### src/rtl/video_pll_ctrl.sv
// Video PLL reset/lock sequencer: PLL reset pulse, lock wait with timeout and retries, stability filter.
// Optional `VIDEO_PLL_CTRL_AUTO_RELOCK_EN: lock loss in READY restarts the sequence instead of parking in LOST.
module video_pll_ctrl #(
  parameter int RST_HOLD_CYC     = 50,
  parameter int LOCK_TIMEOUT_CYC = 50000,
  parameter int LOCK_STABLE_CYC  = 1024,
  parameter int MAX_RETRY        = 7
) (
  input  logic       clkin1,
  input  logic       rst_n,
  input  logic       pll_lock,
  input  logic       relock_req,
  output logic       pll_rst,
  output logic       video_rst_n,
  output logic       pll_ready,
  output logic       fail,
  output logic [3:0] retry_cnt
);

  localparam int MAX_A   = (RST_HOLD_CYC > LOCK_TIMEOUT_CYC) ? RST_HOLD_CYC : LOCK_TIMEOUT_CYC;
  localparam int MAX_CYC = (MAX_A > LOCK_STABLE_CYC) ? MAX_A : LOCK_STABLE_CYC;
  localparam int CW      = $clog2(MAX_CYC + 1);

  localparam logic [CW-1:0] RST_LAST = CW'(RST_HOLD_CYC - 1);
  localparam logic [CW-1:0] TO_LAST  = CW'(LOCK_TIMEOUT_CYC - 1);
  localparam logic [CW-1:0] STB_LAST = CW'(LOCK_STABLE_CYC - 1);
  localparam logic [3:0]    RETRY_MAX = 4'(MAX_RETRY);

  localparam logic [2:0] ST_RESET  = 3'd0;
  localparam logic [2:0] ST_WAIT   = 3'd1;
  localparam logic [2:0] ST_STABLE = 3'd2;
  localparam logic [2:0] ST_READY  = 3'd3;
`ifndef VIDEO_PLL_CTRL_AUTO_RELOCK_EN
  localparam logic [2:0] ST_LOST   = 3'd4;
`endif
  localparam logic [2:0] ST_FAIL   = 3'd5;

  logic          sync1;
  logic          lock_s;
  logic [2:0]    state;
  logic [2:0]    nxt_state;
  logic [CW-1:0] cnt;
  logic [1:0]    low_run;
  logic [3:0]    nxt_retry;
  logic          lock_lost;

  // Fourth consecutive low sample in READY counts as a real loss of lock.
  assign lock_lost = !lock_s && (low_run == 2'd3);

  always_comb begin
    nxt_state = state;
    nxt_retry = retry_cnt;
    if (relock_req && state != ST_RESET) begin
      nxt_state = ST_RESET;
      nxt_retry = 4'd0;
    end else begin
      case (state)
        ST_RESET: begin
          if (cnt == RST_LAST) nxt_state = ST_WAIT;
        end
        ST_WAIT: begin
          if (lock_s) begin
            nxt_state = ST_STABLE;
          end else if (cnt == TO_LAST) begin
            if (retry_cnt == RETRY_MAX) begin
              nxt_state = ST_FAIL;
            end else begin
              nxt_retry = retry_cnt + 4'd1;
              nxt_state = ST_RESET;
            end
          end
        end
        ST_STABLE: begin
          if (!lock_s) begin
            nxt_state = ST_WAIT;
          end else if (cnt == STB_LAST) begin
            nxt_state = ST_READY;
            nxt_retry = 4'd0;
          end
        end
        ST_READY: begin
          if (lock_lost) begin
`ifdef VIDEO_PLL_CTRL_AUTO_RELOCK_EN
            nxt_state = ST_RESET;
            nxt_retry = 4'd0;
`else
            nxt_state = ST_LOST;
`endif
          end
        end
`ifndef VIDEO_PLL_CTRL_AUTO_RELOCK_EN
        ST_LOST: nxt_state = ST_LOST;
`endif
        ST_FAIL: nxt_state = ST_FAIL;
        default: nxt_state = ST_RESET;
      endcase
    end
  end

  always_ff @(posedge clkin1) begin
    if (!rst_n) begin
      sync1       <= 1'b0;
      lock_s      <= 1'b0;
      state       <= ST_RESET;
      cnt         <= '0;
      low_run     <= 2'd0;
      retry_cnt   <= 4'd0;
      pll_rst     <= 1'b1;
      video_rst_n <= 1'b0;
      pll_ready   <= 1'b0;
      fail        <= 1'b0;
    end else begin
      sync1     <= pll_lock;
      lock_s    <= sync1;
      state     <= nxt_state;
      retry_cnt <= nxt_retry;
      cnt       <= (nxt_state != state) ? '0 : cnt + CW'(1);
      if (state == ST_READY && nxt_state == ST_READY && !lock_s)
        low_run <= low_run + 2'd1;
      else
        low_run <= 2'd0;
      // Outputs decode the next state so they change on the edge that enters it.
      pll_rst     <= (nxt_state == ST_RESET) || (nxt_state == ST_FAIL);
      video_rst_n <= (nxt_state == ST_READY);
      pll_ready   <= (nxt_state == ST_READY);
      fail        <= (nxt_state == ST_FAIL);
    end
  end

endmodule
### config.mk
export PLATFORM = sky130hd
export DESIGN_NAME = video_pll_ctrl
export DESIGN_NICKNAME = d
export VERILOG_FILES = /design/src/rtl/video_pll_ctrl.sv
export SDC_FILE = /design/constraint.sdc
export NUM_CORES = 1
export LEC_CHECK = 0
export ABC_AREA = 1
export BUFFER_PORTS_ARGS = -buffer_cell sky130_fd_sc_hd__buf_4
export CAP_MARGIN = 20
export CORE_ASPECT_RATIO = 0.75
export CORE_MARGIN = 3
export CORE_UTILIZATION = 27
export DETAILED_ROUTE_END_ITERATION = 16
export PLACE_DENSITY = 0.44
export SYNTH_ARGS = -nofsm -noshare
export SYNTH_HDL_FRONTEND = slang
export SYNTH_SLANG_ARGS = --single-unit
### constraint.sdc
create_clock -name clkin1 -period 1.8 [get_ports clkin1]
set_input_delay 0.18 -clock clkin1 [delete_from_list [all_inputs] [get_ports clkin1]]
set_output_delay 0.18 -clock clkin1 [all_outputs]
set_load 0.05 [all_outputs]
==> summary.txt <==
Timing
  – Final Hold Fails: 0
  – Worst hold slack: 82.7 ps
  – Worst Tran Pin Value: 320 ps
  – Final worst slack: 127 ps
  – Final Slew Violations: 0
  – Slew margin rel.: 78.5%
  – Final Cycle Share: 93.0%
  – Clock skew: 6.89 ps
  – Fmax: 0.598 GHz
  – Minimum clock period after layout: 1670 ps
  – Setup violators final: 0
  – Unrepaired setup endpoints after global routing: true

Critical path
  – Slowest stage cell, crit path: dfxtp_2
  – Setup CP Type: register to register
  – Critical Path, Cell by Cell: ha_4, nand3_4, nor2_4, inv_2, nor2_2, nor2_2, nand2_4, nand2_4, nor3_2, buf_4, nand2_4, nor2_2
  – Max stage delay on crit path: 370 ps
  – Crit. End Element: register
  – Reg2Reg Depth: 12
  – Number of cells on the critical path: 12
  – Delay-heaviest family, CP: simple AND/OR/NAND/NOR gates
  – CP Data Arrival Time: 1880 ps
  – Worst Path Required: 2010 ps
  – Worst setup SP type: register
  – Critical path peak fanout: 3
  – Buf/Inv on CP: 2

Global routing
  – Vias in the first global route: 1299
  – Largest net degree at the start of global routing: 17
  – GRT overflow: 0
  – First-pass GRT wire length: 6360 µm
  – Initial antenna violation count: 0
  – Tot GR Track Use: 11.8%

Layout
  – Area Overhead vs Synth: 36.6%
  – Register area: 629 µm²
  – Final Net Count: 270
  – Area occupied by multi-input gates: 1060 µm²
  – Share of cells above drive strength 1: 41.2%
  – Antenna diodes: 0
  – Layout fillers: 587
  – Finished Layout Cells: 337

Synth
  – Post-synthesis mux area share: 0%
  – Syn. warnings: 0
  – Largest cells by area after synthesis: dfxtp_1 36%, nor2_1 9.8%, nand2_1 9.6%, nor3_2 6.1%, inv_1 5.7%
  – Synth cell count leaders: 43 x nor2_1, 42 x nand2_1, 30 x dfxtp_1, 25 x inv_1
  – Post-synth EDFFs: 0
  – Async set or reset register ratio after synthesis: 0%
  – Synth Net Count: 233
  – Flops & latches, synth: 30
  – Yosys top cell by area: dfxtp_1
  – Syn Area/Cell: 7.32 µm²
  – Sequential area share after synthesis: 36.4%
  – Netlist cell types: 26
  – Synthesized area: 1650 µm²
  – Synth Flop Type: dfxtp_1
  – Gate Count Post-Synth: 225
  – Synth Area in Simple Gates: 42.3%
  – Most common cell in the synthesized netlist: nor2_1
  – Compound-cell area share of the yosys netlist: 2.28%
  – Post-synth top area share: 36.4%
  – Post-Synth Adder-Cell Area: 3.04%
  – Largest family of logic cells by synthesized area: simple AND/OR/NAND/NOR gates
  – XOR/XNOR share of the synthesized area: 7.97%

Pwr
  – Total Power: 1.38 mW
  – Clock share of power: 46.5%
  – Leakage: 0.962 nW
  – Sw frac: 21.4%
  – Combinational power share: 4.4%
  – Max IR drop VDD: 0.355 mV
  – Internal power component: 1.08 mW
  – Register share of total power: 49.1%
  – Pwr Density: 612 nW/µm²
  – Sw Pwr: 0.295 mW

Route
  – Starting DRT DRC Count: 76
  – Wire length per cell: 11.5 µm
  – DRT antenna net count: 0
  – Drt first pass iters: 4
  – Via count: 1463
  – DR vias/cell: 4.34
  – Routed Wire Length: 3870 µm
  – DRC viols: 0

Placement
  – GPL Wtd Cong: 0.763
  – Worst slack, placed: 15.3 ps
  – Post-detail-place hpwl: 2770 µm
  – Port bufs: 11
  – Dpl cells: 326

Die
  – Die area: 7090 µm²
  – Die width: 96.2 µm
  – Top-Level Pins: 12
  – Die H: 73.7 µm
  – Initial core utilization: 29.4%
  – Core area: 5610 µm²
  – Std-Cell Rows: 23

Clock network
  – CTS tree: yes
  – CTS root buffer: clkbuf_8
  – H-tree lvl count: 2
  – Clock Sinks: 30
  – Clk buf depth: 2
  – Insertion delay of the later-clocked pin in the worst-skew pair: 280 ps
  – CTS clk-pin slew, worst paths: 70 ps
  – Total CTS buffers: 5
  – # hold bufs at CTS: 0

Hold path
  – Hold path depth: 3
  – Min-Delay Path Class: input pin to register

Flow run
  – Max-Cap Viols: 0

Status
  – Status: finished clean
[worst reg2reg max path, stage by stage, from the launching register on]
cell and delay (ps):
dfxtp_2 370, ha_4 160, nand3_4 90, nor2_4 130, inv_2 50, nor2_2 110
nor2_2 60, nand2_4 100, nand2_4 80, nor3_2 160, buf_4 140, nand2_4 50
nor2_2 100
[timing repair]
action | in CTS | in global routing
setup buffers | 0 | 4
gates resized for setup | 0 | 51
endpoints found under the setup margin | 0 | 24
[final timing paths]
check,startpoint,to,slack [ps]
worst max-delay path,cnt[1]$_SDFF_PP0_,low_run[0]$_SDFF_PN0_,130
worst max register to register,cnt[1]$_SDFF_PP0_,low_run[0]$_SDFF_PN0_,130
worst min-delay path,pll_lock,sync1$_SDFF_PN0_,80
worst min register to register,low_run[0]$_SDFF_PN0_,low_run[0]$_SDFF_PN0_,400
[state kept, by name, indices dropped and copies added (netlist names)]
| register | flops |
|---|---|
| pll_rst | 1 |
| retry_cnt | 4 |
| state | 3 |
| lock_s | 1 |
| low_run | 2 |
| sync1 | 1 |
| cnt | 16 |
| fail | 1 |
| pll_ready | 1 |
[power by group through the flow]
| stage | combinational [mW] | sequential (mW) | clock [mW] |
|---|---|---|---|
| after detailed placement | 0.0569 | 0.691 | 0 |
| final | 0.0608 | 0.677 | 0.641 |
| after global placement | 0.0585 | 0.691 | 0 |
| after global routing | 0.0669 | 0.678 | 0.697 |
| after floorplan | 0.0333 | 0.690 | 0 |
| after CTS | 0.0574 | 0.675 | 0.667 |
[kinds of logic (layout without fill, tap and decap cells)]
family          Yosys count  in the layout
buf+inv                  30             66
simple gates            140            141
xor+xnor                 15             15
compound gates            6              6
fa+ha+maj                 4              4
flops                    30             30
[area by class of cell]
cell class,count,share of cell area (%)
well taps,75,4.17
clock buffers,7,4.78
multi-input cells,166,47.2
inverters,27,4.50
repair buffers,32,11.4
flip-flops and latches,30,28.0
[through the flow]
step	utilization (%)	area, µm²	setup TNS, ps
finish	40.1	2250	0
global route	40.1	2250	-158
CTS	36.7	2060	0
detailed placement	34.8	1950	0
global placement	34.8	1950	0
floorplan	-	1660	0
[metal layers]
metal	vias to the layer above	share of wire, %	wire length, µm	global-route usage, %
li1	787	-	-	-
met1	655	59	2290	19.1
met2	19	37	1430	14.4
met3	2	3.3	127	3.38
met4	0	0.54	21	3.31
met5	-	0	0	0
[layout by cell type, fill, tap and decap left out, types with 2 or more instances in the layout]
cell type   n
buf_4      30
clkbuf_8    6
dfxtp_1    15
dfxtp_2    11
dfxtp_4     4
ha_1        2
inv_1      22
inv_2       5
nand2_1    38
nand2_2     7
nand2_4     4
nand2_8     2
nand3_1    10
nand3_2     4
nand3_4     2
nand4_1     4
nor2_1     32
nor2_2     10
nor2_4      2
nor3_1     10
nor3_2     13
o21ai_0     2
xnor2_1     6
xor2_1      9
(Power assumes the default switching activity.)
